--- src/rtl/dbg_step_ctrl.sv ---
// dbg_step_ctrl -- single-step / run / breakpoint controller for a soft CPU.
//
// Two pushbuttons are turned into one-cycle press events. Each button goes
// through a two-flop synchronizer and a stability-count debouncer. The events
// drive a three-state FSM (HALT, RUN, BREAK). The FSM produces the CPU clock
// enable and counts executed instructions.
//
// Optional feature: define DBG_STEP_BP_EN to compile in the PC breakpoint.
// Without it, bp_addr/bp_en are ignored and BREAK can never be entered.
//
// Ports
//   clk          single clock for all logic
//   reset        synchronous, active-high reset
//   key_step_n   raw asynchronous step button, active low
//   key_run_n    raw asynchronous run/pause toggle button, active low
//   sw_fast      1 = run at full speed, 0 = one instruction per RUN_DIV cycles
//   pc           current CPU program counter
//   bp_addr      breakpoint address
//   bp_en        breakpoint enable
//   cpu_en       registered CPU clock enable (one instruction per high cycle)
//   run_state    00 HALT, 01 RUN, 10 BREAK
//   instr_count  number of cpu_en high cycles, wraps at 16 bits
module dbg_step_ctrl #(
  parameter int DEB_CYCLES = 500000,
  parameter int RUN_DIV    = 25000000
) (
  input  logic        clk,
  input  logic        reset,
  input  logic        key_step_n,
  input  logic        key_run_n,
  input  logic        sw_fast,
  input  logic [31:0] pc,
  input  logic [31:0] bp_addr,
  input  logic        bp_en,
  output logic        cpu_en,
  output logic [1:0]  run_state,
  output logic [15:0] instr_count
);

  localparam int DEB_W = (DEB_CYCLES > 1) ? $clog2(DEB_CYCLES) : 1;
  localparam int DIV_W = (RUN_DIV > 1) ? $clog2(RUN_DIV) : 1;
  localparam logic [DEB_W-1:0] DEB_LAST = DEB_W'(DEB_CYCLES - 1);
  localparam logic [DIV_W-1:0] DIV_LAST = DIV_W'(RUN_DIV - 1);

  typedef enum logic [1:0] {
    ST_HALT  = 2'b00,
    ST_RUN   = 2'b01,
    ST_BREAK = 2'b10
  } state_t;

  // ---------------------------------------------------------------------------
  // Key conditioning: index 0 = step, index 1 = run.
  // ---------------------------------------------------------------------------
  logic [1:0] key_raw;
  logic [1:0] press;

  assign key_raw = {key_run_n, key_step_n};

  generate
    for (genvar gi = 0; gi < 2; gi++) begin : g_key
      logic             sync1_reg;
      logic             sync2_reg;
      logic             level_reg;
      logic             press_reg;
      logic [DEB_W-1:0] cnt_reg;

      // The counter only runs while the synchronized input disagrees with the
      // accepted level. Agreement at any point means the input bounced back,
      // so the count restarts from zero.
      always_ff @(posedge clk) begin
        if (reset) begin
          sync1_reg <= 1'b1;
          sync2_reg <= 1'b1;
          level_reg <= 1'b1;
          press_reg <= 1'b0;
          cnt_reg   <= '0;
        end else begin
          sync1_reg <= key_raw[gi];
          sync2_reg <= sync1_reg;
          press_reg <= 1'b0;
          if (sync2_reg == level_reg) begin
            cnt_reg <= '0;
          end else if (cnt_reg == DEB_LAST) begin
            level_reg <= sync2_reg;
            cnt_reg   <= '0;
            // Only the falling (pressed) edge of the level is an event.
            press_reg <= ~sync2_reg;
          end else begin
            cnt_reg <= cnt_reg + DEB_W'(1);
          end
        end
      end

      assign press[gi] = press_reg;
    end
  endgenerate

  logic press_step;
  logic press_run;

  assign press_step = press[0];
  assign press_run  = press[1];

  // ---------------------------------------------------------------------------
  // Run FSM
  // ---------------------------------------------------------------------------
  state_t           state_reg;
  state_t           state_next;
  logic [DIV_W-1:0] div_reg;
  logic [DIV_W-1:0] div_next;
  logic             skip_reg;
  logic             skip_next;
  logic             cpu_en_reg;
  logic             cpu_en_next;
  logic [15:0]      count_reg;

  logic div_wrap;
  logic run_fire;
  logic bp_hit;

  // The divider keeps counting in RUN even at full speed. A switch back to
  // slow mode then continues the same RUN_DIV cadence.
  assign div_wrap = (div_reg == DIV_LAST);
  assign run_fire = sw_fast | div_wrap;

`ifdef DBG_STEP_BP_EN
  // The skip flag lets the instruction sitting on the breakpoint execute
  // once after resuming from BREAK.
  assign bp_hit = bp_en && (pc == bp_addr) && !skip_reg;
`else
  logic unused_bp;
  assign unused_bp = ^{pc, bp_addr, bp_en};
  assign bp_hit    = 1'b0;
`endif

  // State register (all outputs are registered here as well).
  always_ff @(posedge clk) begin
    if (reset) begin
      state_reg  <= ST_HALT;
      div_reg    <= '0;
      skip_reg   <= 1'b0;
      cpu_en_reg <= 1'b0;
      count_reg  <= '0;
    end else begin
      state_reg  <= state_next;
      div_reg    <= div_next;
      skip_reg   <= skip_next;
      cpu_en_reg <= cpu_en_next;
      count_reg  <= count_reg + 16'(cpu_en_reg);
    end
  end

  // Next-state logic. A run press always wins over a step press.
  always_comb begin
    state_next = state_reg;
    div_next   = div_reg;
    skip_next  = skip_reg;
    case (state_reg)
      ST_HALT, ST_BREAK: begin
        if (press_run) begin
          state_next = ST_RUN;
          div_next   = '0;
          skip_next  = (state_reg == ST_BREAK);
        end else if (press_step) begin
          state_next = ST_HALT;
        end
      end
      ST_RUN: begin
        div_next = div_wrap ? '0 : div_reg + DIV_W'(1);
        if (press_run) begin
          state_next = ST_HALT;
        end else if (run_fire && bp_hit) begin
          state_next = ST_BREAK;
        end else if (run_fire) begin
          skip_next = 1'b0;
        end
      end
      default: begin
        state_next = ST_HALT;
      end
    endcase
  end

  // Output logic: value cpu_en takes in the following cycle.
  always_comb begin
    cpu_en_next = 1'b0;
    case (state_reg)
      ST_HALT, ST_BREAK: cpu_en_next = press_step & ~press_run;
      ST_RUN:            cpu_en_next = ~press_run & run_fire & ~bp_hit;
      default:           cpu_en_next = 1'b0;
    endcase
  end

  assign cpu_en      = cpu_en_reg;
  assign run_state   = state_reg;
  assign instr_count = count_reg;

endmodule

--- config.mk ---
export PLATFORM = sky130hd
export DESIGN_NAME = dbg_step_ctrl
export DESIGN_NICKNAME = d
export VERILOG_FILES = /design/src/rtl/dbg_step_ctrl.sv
export SDC_FILE = /design/constraint.sdc
export NUM_CORES = 1
export LEC_CHECK = 0
export CAP_MARGIN = 10
export CORE_MARGIN = 5
export CORE_UTILIZATION = 45
export DETAILED_ROUTE_END_ITERATION = 12
export PLACE_DENSITY = 0.71
export SYNTH_ARGS = -nofsm -noshare
export SYNTH_HDL_FRONTEND = slang
export SYNTH_SLANG_ARGS = --single-unit
--- constraint.sdc ---
create_clock -name clk -period 2.6 [get_ports clk]
set_input_delay 0.39 -clock clk [delete_from_list [all_inputs] [get_ports clk]]
set_output_delay 0.39 -clock clk [all_outputs]
set_load 0.05 [all_outputs]
==> results.txt <==
status: completed
Tcrit/Tclk final: 0.823
setup bufs post-CTS: 0
FF-to-FF End: g_key[1].cnt_reg[2]
Post-synth top flop: dfxtp_1
layout cells sized above 1: 0.0667
post-synthesis area per instance: 8.72 um^2
sequential-to-total area share from yosys stat: 0.451
Post-DRT Antenna Nets: 0
vias per cell: 5.27
CTS H-Tree Depth: 3
Post-CTS Resized: 0
Synth Register Bits: 89
vias in the first global route: 2867
grt total ovfl: 0
Clock Sinks: 89
DRC viols: 0
RSZ-0062 raised after global routing: false
slowest CP cell: clkdlybuf4s50_1
EDFF count, synth: 0
core region area: 8640 um^2
WP depth: 1
Setup crit end: run_state[0]
Mapped Cells: 453
max reg flops: 38
final WL: 7.27 mm
Reg-to-Reg Start: g_key[1].cnt_reg[15]
MaxCap Viol Count: 0
Cell Pwr Density: 531 nW/um^2
total track usage: 0.138
crit-path max cell delay: 880 ps
HPWL Detailed: 5.05 mm
worst skew pair latency: 350 ps
placer congestion estimate: 0.757
TritonCTS Buffers: 9
post-synthesis cell type count: 47
first-pass GRT wire length: 13.0 mm
P&R area growth vs syn: 12.9%
maximum net fanout on the critical path: 10
critical path type: flip-flop to output pin
number of setup violations in the final report: 0
Worst Path Required: 2210 ps
1st-iter DRT viols: 113
DR vias: 3096
CTS tree: built
CP arrival: 1750 ps
Starting Density: 0.457
total negative slack: 0 ps
CTS Root Cell: clkbuf_8
max-slew violation count: 0
Reg clk slew, reported paths: 80 ps
cts hold-fix bufs: 0
crit start category: flip-flop
placed cell areas: 4250 um^2
worst rel slew slack: 0.543
antenna violations before repair: 0
Worst Max-Slew Pin Slew: 679 ps
CP delay by family, top: buffers and inverters
largest net degree at the start of global routing: 35
worst-path cell chain: clkdlybuf4s50_1
Pleak: 1.41 nW
ANT cells: 0
Layout Skew: 15.9 ps
input/output buffers: 22
achievable frequency: 468 MHz
post-DR wirelength/cell: 12.4 um
mapped cell area: 3950 um^2
worst hold path class: flip-flop to flip-flop
CP bufs+invs: 1
crit path from: run_state[0]
Final Net Count: 550
CTS Buffer Depth: 2
Final Cell Area: 4460 um^2
Die X: 104 um
syn_nets: 528
crit path capture type: output pin
row cnt: 34
height of the die: 104 um
maximum vdd drop: 354 uV
worst r2r path cells: 5
DIE AREA: 10700 um^2
count of final hold-check violations: 0
IO Count: 89
DR pass1 iterations: 4
Tmin final: 2140 ps
fin util: 0.516
FF-to-FF setup slack: 520 ps
Yosys Warn Count: 0
ys async rst share: 0
==> layer usage <==
layer / up-vias / wire length [um] / GRT usage
li1: 1614 / - / -
met1: 1426 / 3670 / 0.197
met2: 50 / 3230 / 0.203
met3: 6 / 281 / 0.0286
met4: 0 / 78 / 0.0527
met5: - / 0 / 0
==> cell usage after synthesis, types with 6 or more instances <==
master,count,area share
dfxtp_1,89,0.45
nor2_1,71,0.067
nand3_1,36,0.046
nand2_1,30,0.029
xnor2_1,29,0.064
xor2_1,24,0.053
nand4_1,15,0.024
a21oi_1,13,0.016
a31oi_1,13,0.021
nor3_1,13,0.016
inv_1,12,0.011
o21ai_0,11,0.014
and3_1,10,0.016
nor4_1,7,0.011
clkbuf_1,6,0.0057
or2_2,6,0.0095
==> cell families after synthesis <==
| family | after synthesis | share of synthesized area |
|---|---|---|
| buffers and inverters | 27 | 0.0352 |
| XOR/XNOR | 53 | 0.118 |
| AO/OA/AOI/OAI | 52 | 0.0821 |
| flip-flops | 89 | 0.451 |
| AND/OR/NAND/NOR | 221 | 0.285 |
| adder cells (fa/ha/maj) | 5 | 0.0158 |
| multiplexers | 5 | 0.0127 |
| other | 1 | 0.000950 |
==> power by group <==
group | internal, W | switching [W]
Sequential | 0.00137 | 0.00000316
Combinational | 0.0000158 | 0.0000248
Clock | 0.000472 | 0.000485
==> worst min path at each step <==
stage / slack (ps) / start / end / depth (start not counted)
final: 410 / g_key[1].sync1_reg / g_key[1].sync2_reg / 1
after global routing: 440 / g_key[0].sync1_reg / g_key[0].sync2_reg / 1
after CTS: 420 / g_key[1].sync1_reg / g_key[1].sync2_reg / 1
after detailed placement: 400 / g_key[1].sync1_reg / g_key[1].sync2_reg / 1
after global placement: 390 / g_key[0].sync1_reg / g_key[0].sync2_reg / 1
after floorplan: 390 / g_key[0].sync1_reg / g_key[0].sync2_reg / 1
==> layout make-up <==
type / instances / area [um^2]
clock buffers: 10 / 138
clock inverters: 6 / 67.6
fillers: 796 / 4180
inverters: 12 / 45.0
multi-input cells: 337 / 2030
flip-flops and latches: 89 / 1780
well taps: 108 / 135
repair buffers: 26 / 263
==> metrics by stage <==
step,hold slack [ps],cells,total power [W],setup slack (ps)
floorplan,389,453,0.00143,727
global route,439,588,0.00246,340
finish,415,588,0.00237,461
global placement,392,572,0.00144,552
CTS,416,588,0.00239,435
detailed placement,396,572,0.00144,510
==> cells in the final DEF, fill, tap and decap left out, types with 6 or more instances in the layout <==
cell             instances
a21oi_1                 13
nand4_1                 15
inv_1                   12
nor4_1                   7
a31oi_1                 13
or2_2                    6
xnor2_1                 29
nor2_1                  71
dfxtp_1                 89
nor3_1                  13
nand3_1                 36
xor2_1                  24
clkdlybuf4s50_1         22
o21ai_0                 11
and3_1                  10
nand2_1                 30
clkbuf_8                10
Note: power is estimated with default switching activity, not from simulation.
